**config.mk**
```make
export PLATFORM = sky130hd
export DESIGN_NAME = rom_read_arbiter_flat
export DESIGN_NICKNAME = d
export VERILOG_FILES = /design/src/rtl/rom_read_arbiter_pkg.sv /design/src/rtl/rom_read_arbiter_if.sv /design/src/rtl/rom_read_arbiter_rr_arbiter.sv /design/src/rtl/rom_read_arbiter.sv /design/src/flat_wrapper.sv
export SDC_FILE = /design/constraint.sdc
export NUM_CORES = 1
export LEC_CHECK = 0
export CAP_MARGIN = 30
export CORE_UTILIZATION = 43
export CTS_CLUSTER_SIZE = 30
export DETAILED_ROUTE_END_ITERATION = 7
export MAX_ROUTING_LAYER = met4
export PLACE_DENSITY_LB_ADDON = 0.2
export SLEW_MARGIN = 40
export SYNTH_ARGS = -nofsm -noshare
export SYNTH_HDL_FRONTEND = slang
export SYNTH_SLANG_ARGS = --single-unit
```
**constraint.sdc**
```tcl
create_clock -name clk -period 2.05 [get_ports clk]
set_input_delay 0.41 -clock clk [delete_from_list [all_inputs] [get_ports clk]]
set_output_delay 0.41 -clock clk [all_outputs]
set_load 0.01 [all_outputs]
```
**src/rtl/rom_read_arbiter_pkg.sv**
```systemverilog
// Shared types and helpers for the ROM read-port arbiter.
package rom_arb_pkg;

  typedef enum logic [1:0] {
    IDLE = 2'd0,
    DATA = 2'd1,
    HOLD = 2'd2
  } state_e;

  localparam int MAX_REQ = 8;
  localparam int IDX_W   = $clog2(MAX_REQ);

  function automatic logic [IDX_W-1:0] onehot_to_idx(input logic [MAX_REQ-1:0] oh);
    logic [IDX_W-1:0] idx;
    idx = {IDX_W{1'b0}};
    for (int i = 0; i < MAX_REQ; i++) begin
      idx = idx | (oh[i] ? IDX_W'(i) : {IDX_W{1'b0}});
    end
    return idx;
  endfunction

endpackage

```
**src/rtl/rom_read_arbiter_if.sv**
```systemverilog
// Request/response and ROM-side bus of the ROM read arbiter.
interface rom_read_arbiter_if #(
  parameter int NUM_REQ       = 2,
  parameter int ADDRESS_WIDTH = 12,
  parameter int DATA_WIDTH    = 32
);
  logic [NUM_REQ-1:0]               req_valid;
  logic [NUM_REQ*ADDRESS_WIDTH-1:0] req_addr;
  logic [NUM_REQ-1:0]               req_ready;
  logic [NUM_REQ-1:0]               rsp_valid;
  logic [DATA_WIDTH-1:0]            rsp_data;
  logic [NUM_REQ-1:0]               rsp_ready;
  logic [ADDRESS_WIDTH-1:0]         rom_addr;
  logic [DATA_WIDTH-1:0]            rom_data;

  modport slave (
    input  req_valid, req_addr, rsp_ready, rom_data,
    output req_ready, rsp_valid, rsp_data, rom_addr
  );

  modport master (
    output req_valid, req_addr, rsp_ready, rom_data,
    input  req_ready, rsp_valid, rsp_data, rom_addr
  );
endinterface

```
**src/rtl/rom_read_arbiter_rr_arbiter.sv**
```systemverilog
// Request arbiter: round-robin by default, fixed lowest-index priority
// when ROM_ARB_FIXED_PRIO_EN is defined (no pointer register then).
module rr_arbiter
  import rom_arb_pkg::*;
#(
  parameter int NUM_REQ = 2
) (
  input  logic               clk,
  input  logic               reset_n,
  input  logic [NUM_REQ-1:0] req_i,
  input  logic               advance_i,
  output logic [NUM_REQ-1:0] grant_o,
  output logic [IDX_W-1:0]   idx_o
);

  logic [NUM_REQ-1:0] grant_s;
  logic               found_s;

`ifdef ROM_ARB_FIXED_PRIO_EN
  // Lowest index among valid requesters wins.
  always_comb begin
    grant_s = '0;
    found_s = 1'b0;
    for (int k = 0; k < NUM_REQ; k++) begin
      grant_s[k] = req_i[k] & ~found_s;
      found_s    = found_s | req_i[k];
    end
  end
`else
  logic [IDX_W-1:0]   ptr_q, ptr_d;
  logic [NUM_REQ-1:0] cand_s;

  // Evaluate the search from every pointer position, keep the live one.
  always_comb begin
    grant_s = '0;
    found_s = 1'b0;
    cand_s  = '0;
    for (int p = 0; p < NUM_REQ; p++) begin
      found_s = 1'b0;
      cand_s  = '0;
      for (int k = 0; k < NUM_REQ; k++) begin
        cand_s[(p + k) % NUM_REQ] = req_i[(p + k) % NUM_REQ] & ~found_s;
        found_s = found_s | req_i[(p + k) % NUM_REQ];
      end
      grant_s = grant_s | (cand_s & {NUM_REQ{ptr_q == IDX_W'(p)}});
    end
  end

  // Pointer moves just past the winner on every accept.
  always_comb begin
    ptr_d = ptr_q;
    if (advance_i) begin
      ptr_d = (idx_o == IDX_W'(NUM_REQ - 1)) ? {IDX_W{1'b0}} : idx_o + IDX_W'(1);
    end else begin
      ptr_d = ptr_q;
    end
  end

  // Pointer register.
  always_ff @(posedge clk or negedge reset_n) begin
    if (!reset_n) begin
      ptr_q <= {IDX_W{1'b0}};
    end else begin
      ptr_q <= ptr_d;
    end
  end
`endif

  assign grant_o = grant_s;
  assign idx_o   = onehot_to_idx(MAX_REQ'(grant_s));

endmodule

```
**src/rtl/rom_read_arbiter.sv**
```systemverilog
// Shares one registered-output ROM read port among NUM_REQ requesters.
// Arbitration policy selectable with ROM_ARB_FIXED_PRIO_EN (see rr_arbiter).
module rom_read_arbiter
  import rom_arb_pkg::*;
#(
  parameter int DATA_WIDTH    = 32,
  parameter int ADDRESS_WIDTH = 12,
  parameter int NUM_REQ       = 2
) (
  input  logic                clk,
  input  logic                reset_n,
  rom_read_arbiter_if.slave   bus
);

  state_e                   state_q, state_d;
  logic [IDX_W-1:0]         owner_q, owner_d;
  logic [DATA_WIDTH-1:0]    hold_q, hold_d;
  logic [ADDRESS_WIDTH-1:0] addr_q, addr_d;

  logic [NUM_REQ-1:0]       grant_s, owner_oh_s, req_ready_s, rsp_valid_s;
  logic [IDX_W-1:0]         grant_idx_s;
  logic [ADDRESS_WIDTH-1:0] win_addr_s;
  logic [DATA_WIDTH-1:0]    rsp_data_s;
  logic                     accept_s, owner_ready_s;

  rr_arbiter #(.NUM_REQ(NUM_REQ)) u_arb (
    .clk       (clk),
    .reset_n   (reset_n),
    .req_i     (bus.req_valid),
    .advance_i (accept_s),
    .grant_o   (grant_s),
    .idx_o     (grant_idx_s)
  );

  // Winner address mux and owner decode.
  always_comb begin
    win_addr_s = '0;
    owner_oh_s = '0;
    for (int i = 0; i < NUM_REQ; i++) begin
      win_addr_s    = win_addr_s | (bus.req_addr[i*ADDRESS_WIDTH +: ADDRESS_WIDTH] & {ADDRESS_WIDTH{grant_s[i]}});
      owner_oh_s[i] = (owner_q == IDX_W'(i));
    end
  end

  assign owner_ready_s = |(bus.rsp_ready & owner_oh_s);

  // Read-slot FSM: next state, response routing and accept.
  always_comb begin
    state_d     = state_q;
    hold_d      = hold_q;
    req_ready_s = '0;
    rsp_valid_s = '0;
    rsp_data_s  = '0;
    accept_s    = 1'b0;
    case (state_q)
      IDLE: begin
        req_ready_s = grant_s;
        accept_s    = |grant_s;
        state_d     = accept_s ? DATA : IDLE;
      end
      DATA: begin
        rsp_valid_s = owner_oh_s;
        rsp_data_s  = bus.rom_data;
        if (owner_ready_s) begin
          req_ready_s = grant_s;
          accept_s    = |grant_s;
          state_d     = accept_s ? DATA : IDLE;
        end else begin
          // ROM output only lasts one cycle; keep it for the stalled owner.
          hold_d  = bus.rom_data;
          state_d = HOLD;
        end
      end
      HOLD: begin
        rsp_valid_s = owner_oh_s;
        rsp_data_s  = hold_q;
        state_d     = owner_ready_s ? IDLE : HOLD;
      end
      default: begin
        state_d = IDLE;
      end
    endcase
  end

  // Owner and address bookkeeping for the accepted request.
  always_comb begin
    owner_d = owner_q;
    addr_d  = addr_q;
    if (accept_s) begin
      owner_d = grant_idx_s;
      addr_d  = win_addr_s;
    end else begin
      owner_d = owner_q;
      addr_d  = addr_q;
    end
  end

  // State, owner, hold and address registers.
  always_ff @(posedge clk or negedge reset_n) begin
    if (!reset_n) begin
      state_q <= IDLE;
      owner_q <= {IDX_W{1'b0}};
      hold_q  <= {DATA_WIDTH{1'b0}};
      addr_q  <= {ADDRESS_WIDTH{1'b0}};
    end else begin
      state_q <= state_d;
      owner_q <= owner_d;
      hold_q  <= hold_d;
      addr_q  <= addr_d;
    end
  end

  assign bus.req_ready = req_ready_s;
  assign bus.rsp_valid = rsp_valid_s;
  assign bus.rsp_data  = rsp_data_s;
  assign bus.rom_addr  = accept_s ? win_addr_s : addr_q;

endmodule

```
**src/flat_wrapper.sv**
```systemverilog
// flat-port wrapper written by rule: the top's interface ports become plain ports
module rom_read_arbiter_flat import rom_arb_pkg::*;
#(
  parameter int DATA_WIDTH    = 32,
  parameter int ADDRESS_WIDTH = 12,
  parameter int NUM_REQ       = 2
)
  (clk, reset_n, bus_req_valid, bus_req_addr, bus_rsp_ready, bus_rom_data, bus_req_ready, bus_rsp_valid, bus_rsp_data, bus_rom_addr);
  rom_read_arbiter_if #(.NUM_REQ(NUM_REQ), .ADDRESS_WIDTH(ADDRESS_WIDTH), .DATA_WIDTH(DATA_WIDTH)) bus_i ();
  input  logic clk;
  input  logic reset_n;
  input wire logic [$bits(bus_i.req_valid)-1:0] bus_req_valid;
  input wire logic [$bits(bus_i.req_addr)-1:0] bus_req_addr;
  input wire logic [$bits(bus_i.rsp_ready)-1:0] bus_rsp_ready;
  input wire logic [$bits(bus_i.rom_data)-1:0] bus_rom_data;
  output wire logic [$bits(bus_i.req_ready)-1:0] bus_req_ready;
  output wire logic [$bits(bus_i.rsp_valid)-1:0] bus_rsp_valid;
  output wire logic [$bits(bus_i.rsp_data)-1:0] bus_rsp_data;
  output wire logic [$bits(bus_i.rom_addr)-1:0] bus_rom_addr;
  assign bus_i.req_valid = bus_req_valid;
  assign bus_i.req_addr = bus_req_addr;
  assign bus_i.rsp_ready = bus_rsp_ready;
  assign bus_i.rom_data = bus_rom_data;
  assign bus_req_ready = bus_i.req_ready;
  assign bus_rsp_valid = bus_i.rsp_valid;
  assign bus_rsp_data = bus_i.rsp_data;
  assign bus_rom_addr = bus_i.rom_addr;
  rom_read_arbiter #(.DATA_WIDTH(DATA_WIDTH), .ADDRESS_WIDTH(ADDRESS_WIDTH), .NUM_REQ(NUM_REQ)) u_core (.clk(clk), .reset_n(reset_n), .bus(bus_i));
endmodule
```
Word-level counts from Yosys, hierarchy flattened
Cells that the tools add are included.
{ "totals": {"wordCells": 43, "romBits": 0, "n_memories": 0, "regBits": 52, "mem_bits_rw": 0, "latch_bits": 0, "inputBits": 62} }
{ "classes": {"shift": 0, "bitwise_logic": 12, "mul": 0, "reduce_logical": 7, "add_sub_neg": 1, "eq_ne": 5, "n_lt_le_gt_ge": 0, "n_div": 0, "mux": 13} }
{ "ops": {"columns": ["op", "count"], "rows": [
  ["32-bit one-hot mux with 2 select lines", 1],
  ["12-bit AND", 2],
  ["12-bit 2-to-1 mux", 1],
  ["12-bit bitwise OR", 1],
  ["2-bit 2-to-1 mux", 4],
  ["2-bit AND", 3],
  ["3-bit by 1-bit == test with 1-bit output, second input constant", 2],
  ["3-bit zero test", 2],
  ["2-bit one-hot mux with 3 select lines", 1],
  ["2-bit OR reduction", 3],
  ["2-bit one-hot mux with 2 select lines", 1],
  ["1-bit 2-to-1 mux", 3],
  ["3-bit 2-to-1 mux", 1],
  ["1-bit inverter", 3],
  ["1-bit by 1-bit adder with 2-bit output, second input constant", 1],
  ["1-bit AND", 2],
  ["2-bit by 1-bit == test with 1-bit output, second input constant", 1],
  ["2-bit == test, second input constant", 1],
  ["2-bit zero test", 1],
  ["2-bit bitwise OR", 1],
  ["1-bit one-hot mux with 2 select lines", 1],
  ["2-bit AND reduction", 1],
  ["1-bit == test, second input constant", 1]
]} }

Depth between registers and ports, before layout
Gate-level depths: netlist of the first run.
{ "depth": {"ltp_word": 8, "ltp_mapped": 7, "depth_no_buf": 5} }

Cells and area by module
A second synthesis of the first run with hierarchy kept.
{ "unflattened": {"cells_unflattened": 221, "hier_area_um2": 2672.6} }
{ "modules_own_cells": {"columns": ["mod", "instances", "cells_each", "area_each_um2", "seq_area_each_um2"], "rows": [
  ["rom_read_arbiter", 1, 211, 2590.0, 1226.2],
  ["rr_arbiter", 1, 10, 82.6, 25.0]
]} }

Worst setup path before layout of the first run
Ideal clock, no wire load.
{ "synth_path": {"path_type": "flip-flop to output port", "start": "register u_core.state_q[0]", "end": "output port bus_rom_addr[2]", "t_arrival_ns": 1.519, "slack_ns": 0.121, "n_path_buf": 1, "path_stages_with_launch": 7, "path_cell_list": "dfrtp_1 > inv_1 > ha_1 > o22ai_1 > a21oi_2 > buf_6 > mux2_1"} }
{ "synth_via": {"elab_chain_len": 3, "word_cells_on_any_way": 4, "classes_between": "eq/ne: 1; mux: 2; reduce/logical: 1"} }
{ "synth_lines": {"columns": ["element", "line_no", "text"], "rows": [
  ["start, declared", "rom_read_arbiter.sv:15", "state_e state_q, state_d;"],
  ["start signal, assigned", "rom_read_arbiter.sv:106", "state_q <= state_d;"],
  ["2-bit by 1-bit == test with 1-bit output / 2-bit zero test (equally long branches)", "rom_read_arbiter.sv:55", "case (state_q)"],
  ["1-bit one-hot mux with 2 select lines *", "rom_read_arbiter.sv:55", null],
  ["12-bit 2-to-1 mux *", "rom_read_arbiter.sv:116", "assign bus.rom_addr = accept_s ? win_addr_s : addr_q;"],
  ["end, declared", "flat_wrapper.sv:19", "output wire logic [$bits(bus_i.rom_addr)-1:0] bus_rom_addr;"]
]} }
Mark *: on every way between the ends. The rest lies on a longest branch, timed or not.

Worst setup path in the final report of the first run
{ "layout_path": {"start": "register u_core.state_q[1]", "end": "output port bus_rom_addr[5]"} }
The elaborated chain is that of the path after synthesis.

==> qor.yml, run 1 <==
netlist_instances: 217
clk_latency_ns: 0.30
hold_path_class: "input port to async pin"
async_flop_share: 1.00
antennaDiodeCount: 0
grt_usage: 0.253
cts-root-buf: "clkbuf_8"
syn-num-nets: 283
core_um2: 5640
worstRegToRegCells: 8
max_cap_violations: 0
grt_pass1_vias: 2401
wire_per_inst_um: 18.2
crit_fanout: 5
hold_violations: 0
layout_commonest_cell: "clkdlybuf4s50_1"
dp_hpwl_um: 4840
final_nets: 422
vias: 2353
rsz0062_at_grt: "true"
fin_crit_sh: 1.10
yosys_warnings: 0
violations: "setup timing"
drt_iter0_markers: 71
drt_wl_total_um: 7820
die_width_um: 79.6
holdBufCountCts: 0
total_power_w: 0.00699
vias_per_cell: 5.48
setup_viol: 40
die-height_um: 79.6
grt_pass1_wl_um: 11900
endpoint_kind: "output port"
grt_max_degree: 26
synth_flop_cell: "dfrtp_1"
critical_path_arrival_ns: 1.85
ys_seq_area_frac: 0.464
worstPathRequired_ns: 1.64
worst_slack_ns: -0.214
drtPass1Iterations: 4
layout_common_cells: "clkdlybuf4s50_1 (57), dfrtp_1 (48), buf_2 (35)"
clock.fmax_mhz: 442
synth_area_per_cell_um2: 11.9
fin_area_um2: 4310
cts_tree: "built"
status: "finished with violations"
rows: 27
critPathKind: "flip-flop to output port"
clk_pin_slew_ns: 0.10
power_density_nw_per_um2: 1620
htreeDepth: 2
numCtsBuffers: 5
min_period_ns: 2.26
antenna_found_initial: 0
grt-ovfl-total: 0
cts.sinks: 48
area_growth_pct: 66.5
cts_buffer_depth: 2
mappedNetlistArea_um2: 2590
gp_congestion: 0.794
worst_pin_slew_ns: 0.578
dieArea_um2: 6340
p_leak_nw: 1.90
placed_area_um2: 3940
maxSlewHeadroom: 0.615
start_util: 0.459
portBuffers: 109
synth-edff-count: 0
io_pins: 110
whs_ns: 0.0924
synth-seq-cells: 48
drc: 0
ant_nets: 0
yosysUniqueCellTypes: 29
ir_drop_uv: 846
drv_slew: 0
skew_ns: 0.00750
start_kind: "flip-flop"
drive_gt1_frac: 0.493
area by class of cell:
cell class | instances | area, um^2
repair buffers | 151 | 1430
inverters | 3 | 11.3
clock inverters | 3 | 23.8
well taps | 72 | 90.1
flip-flops and latches | 48 | 1200
multi-input cells | 147 | 1490
clock buffers | 5 | 68.8
fillers | 368 | 1330
power breakdown:
part	switching [W]	internal, W	total, W
Combinational	0.00197	0.00273	0.00470
Sequential	0.000282	0.00143	0.00171
Clock	0.000337	0.000242	0.000579
synth_stat cells (2+ instances only):
cell      number  area, um^2
a22oi_1       32         240
inv_1          3        11.3
nand2_1        2        7.51
and2_1         2        12.5
ha_1           4        50.1
a21o_1         2        15.0
nor2b_1       33         206
buf_6          4        45.0
buf_2          4        20.0
a32o_1        12         120
buf_1          2        7.51
a21oi_1        3        15.0
mux2_4         4        60.1
dfrtp_1       48        1200
clkbuf_1       9        33.8
mux2_2        40         450
stage by stage:
step / cells / worst slack, ns / setup TNS (ns) / util
floorplan: 217 / 0.121 / 0 / -
global placement: 409 / -0.544 / -10.05 / 0.698
detailed placement: 409 / -0.586 / -10.71 / 0.698
CTS: 424 / -0.195 / -2.42 / 0.736
global route: 429 / -0.258 / -6.34 / 0.765
finish: 429 / -0.214 / -3.24 / 0.765
worst max-delay path, cell delays in order, from the launching register on:
cell and delay (ns):
dfrtp_1 0.40, inv_2 0.11, ha_4 0.18, inv_2 0.05, a21oi_4 0.21, buf_6 0.17
mux2_4 0.32, buf_6 0.12
routing by layer:
metal | share of wire | GRT usage | vias to the layer above
li1 | - | - | 1082
met2 | 0.53 | 0.444 | 73
met4 | 0.018 | 0.0764 | 0
met5 | 0 | - | -
met3 | 0.036 | 0.0400 | 15
met1 | 0.42 | 0.298 | 1183
final timing paths:
kind                                   startpoint                end  slack, ns
worst min-delay path                      reset_n  u_core.hold_q[10]       0.09
worst max-delay path            u_core.state_q[1]    bus_rom_addr[5]      -0.21
worst min register to register   u_core.addr_q[8]   u_core.addr_q[8]       0.50
max in group asynchronous                 reset_n   u_core.hold_q[7]       1.41
worst max register to register  u_core.state_q[0]  u_core.hold_q[15]       0.16
min in group clk                 u_core.addr_q[8]   u_core.addr_q[8]       0.50
registers in the layout, indices dropped and copies added (netlist names):
register            cells
u_core.state_q          2
u_core.addr_q          12
u_core.owner_q          1
u_core.u_arb.ptr_q      1
u_core.hold_q          32
kinds of logic after synthesis:
group,after synthesis,share of synthesized area
muxes,46,0.207
buffers and inverters,22,0.0454
and+or+nand+nor,43,0.101
adders and majority gates,4,0.0193
AOI/OAI and AO/OA,54,0.164
DFF,48,0.464
what timing repair did:
action | in CTS | in global routing
gates cloned | 3 | 3
pin swaps | 5 | 9
gates resized for setup | 254 | 20
setup buffers | 4 | 2
setup endpoints to repair | 48 | 48
Note: power is estimated with default switching activity, not from simulation.
==> inputs of run 2 (changes only) <==
--- a/config.mk
+++ b/config.mk
@@ -14,4 +14,5 @@
 export SLEW_MARGIN = 40
 export SYNTH_ARGS = -nofsm -noshare
 export SYNTH_HDL_FRONTEND = slang
+export SYNTH_HIERARCHICAL = 1
 export SYNTH_SLANG_ARGS = --single-unit
==> run 2 against run 1 <==
Critical path depth is the same. Global-route usage shrank 1.2 points. First-iteration DRC count shrank 24%. Register-to-register slack is essentially flat. The flow still finishes with violations (setup timing). Largest power group unchanged. Clock skew grew 0.0020 ns. Combinational power shrank 14%.
==> qor.yml, run 2 <==
cp-startpoint: "u_core/u_arb/ptr_q[0]"
worstRegToRegCells: 6
r2r-start: "u_core/state_q[0]"
dieArea_um2: 6530
numCtsBuffers: 5
synth.largest_area_cell: "dfrtp_1"
synth-seq-cells: 50
yosysMostFrequentCell: "dfrtp_1"
clk_latency_ns: 0.30
htreeDepth: 2
mappedNetlistArea_um2: 2670
yosys_warnings: 6
cp_top_family: "flip-flops"
cts-root-buf: "clkbuf_8"
rsz0062_at_grt: "true"
hold_path_class: "flip-flop to flip-flop"
endpoint_kind: "output port"
largest_reg_flops: 32
post-route-util: 0.745
vias_per_cell: 5.24
start_util: 0.449
p_leak_nw: 1.98
skew_ns: 0.00949
largest_register: "u_core/hold_q"
fin_area_um2: 4430
placed_area_um2: 3930
drt_wl_total_um: 7450
core_um2: 5960
yosysUniqueCellTypes: 26
grt_pass1_vias: 2404
antenna_found_initial: 0
netlist_instances: 221
drc: 0
gp_congestion: 0.812
async_flop_share: 1.00
rows: 28
synth_area_leaders: "dfrtp_1 (47%), mux2_2 (16%), a22oi_1 (9.0%)"
portBuffers: 109
synth-edff-count: 0
violations: "setup timing"
crit_cells: 7
final_nets: 436
drv_slew: 0
ys_seq_area_frac: 0.468
die_width_um: 80.8
cts.sinks: 50
critPathKind: "flip-flop to output port"
crit_fanout: 8
layout_common_cells: "clkdlybuf4s50_1 (58), dfrtp_1 (49), buf_4 (38)"
area_growth_pct: 65.9
crit_chain: "nand2b_4 > and2_4 > o22a_1 > o211a_1 > buf_6 > mux2_4 > buf_6"
wire_per_inst_um: 16.7
power_density_nw_per_um2: 1470
hold_start: "u_core/addr_q[6]"
synth_flop_cell: "dfrtp_1"
drt_iter0_markers: 54
grt_usage: 0.241
setup_viol: 37
clock.fmax_mhz: 419
critical_path_arrival_ns: 1.98
worst_slack_ns: -0.336
antennaDiodeCount: 0
slowest_stage: "dfrtp_1"
status: "finished with violations"
ant_nets: 0
reg_top3: "u_core/hold_q x32, u_core/addr_q x12, u_core/owner_q x3"
rrSetupSlack_ns: 0.16
synth_commonest_cells: "dfrtp_1 (50), mux2_2 (39), nor2b_1 (35), a22oi_1 (32), clkbuf_1 (13)"
slowest_delay_ns: 0.44
clk_pin_slew_ns: 0.09
synth_top_area_share: 0.468
drtPass1Iterations: 4
rr_endpoint: "u_core/hold_q[7]"
max_cap_violations: 0
grt-ovfl-total: 0
grt_pass1_wl_um: 11600
vias: 2336
min_period_ns: 2.39
die-height_um: 80.8
setup.worst_path.end: "bus_rom_addr[8]"
hold_violations: 0
grt_max_degree: 33
worstPathRequired_ns: 1.64
ir_drop_uv: 835
io_pins: 110
synth_area_per_cell_um2: 12.1
start_kind: "flip-flop"
crit_top_cell: "buf_6"
whs_ns: 0.515
layout_commonest_cell: "clkdlybuf4s50_1"
fin_crit_sh: 1.16
cts_tree: "built"
cts_buffer_depth: 2
dp_hpwl_um: 4560
worst-path-buf-inv: 2
drive_gt1_frac: 0.536
run 2: changes by cell type in the layout (fill, tap and decap cells not counted), sizes merged, moves of 3 or more:
cell / change
a21oi: -4
a22o: +12
a32o: -12
buf: +15
nor2: +3
clkbuf: -5
mux2: +3
run 2: cell type report:
cell class	instances	area, um^2
Clock buffer	5	68.8
Clock inverter	3	40.0
Fill cell	440	1520
Inverter	2	7.51
Multi-Input combinational cell	149	1540
Sequential cell	50	1250
Tap cell	75	93.8
Timing Repair Buffer	162	1430
run 2: power breakdown:
part | internal [W] | switching (W) | leakage [nW] | total [W]
clock | 0.000360 | 0.000329 | 0.0579 | 0.000688
combinational | 0.00242 | 0.00162 | 1.32 | 0.00404
sequential | 0.00148 | 0.000294 | 0.599 | 0.00178
total | 0.00426 | 0.00225 | 1.98 | 0.00651
run 2: worst min-delay path by stage:
stage / end / depth (start not counted) / slack (ns)
floorplan: u_core/addr_q[0] / 0 / 0.11
global placement: u_core/hold_q[24] / 1 / 0.33
detailed placement: u_core/hold_q[24] / 1 / 0.33
CTS: u_core/u_arb/ptr_q[0] / 2 / 0.47
global route: u_core/addr_q[6] / 1 / 0.53
finish: u_core/addr_q[6] / 1 / 0.52
run 2: per-stage QoR:
step	total power [W]	setup TNS, ns	std cells	setup WS [ns]
2_1_floorplan	0.00362	0	222	0.0422
3_3_place_gp	0.00489	-15.27	409	-0.743
3_5_place_dp	0.00497	-15.91	409	-0.780
4_1_cts	0.00633	-5.97	437	-0.323
5_1_grt	0.00688	-8.55	446	-0.405
6_report	0.00651	-5.50	446	-0.336
run 2: timing repair:
action	CTS	global route
hold buffers	1	0
buffers inserted	16	9
gates resized for setup	267	5
endpoints found under the hold margin	13	0
setup endpoints to repair	48	48
pin swaps	4	2
cloned	3	0
run 2: cells by family (layout without fill, tap and decap cells):
logic type / Yosys count / after routing / synth area share
AND/OR/NAND/NOR: 43 / 43 / 0.0969
other: 1 / 2 / 0.00140
flip-flops: 50 / 50 / 0.468
AO/OA/AOI/OAI: 52 / 52 / 0.153
multiplexers: 48 / 48 / 0.215
adder cells (fa/ha/maj): 4 / 4 / 0.0187
buffers and inverters: 23 / 172 / 0.0468
run 2: layer usage:
metal / global-route usage / share of wire / vias up
met5: - / 0 / -
li1: - / - / 1096
met2: 0.404 / 0.49 / 83
met4: 0.0875 / 0.018 / 0
met1: 0.287 / 0.43 / 1146
met3: 0.0472 / 0.057 / 11
==> inputs of run 3 (changes only) <==
--- a/config.mk
+++ b/config.mk
@@ -5,6 +5,7 @@
 export SDC_FILE = /design/constraint.sdc
 export NUM_CORES = 1
 export LEC_CHECK = 0
+export ABC_AREA = 0
 export CAP_MARGIN = 30
 export CORE_UTILIZATION = 43
 export CTS_CLUSTER_SIZE = 30
==> results of run 3 <==
The final DEF is identical to that of run 2; final timing and power are the same.
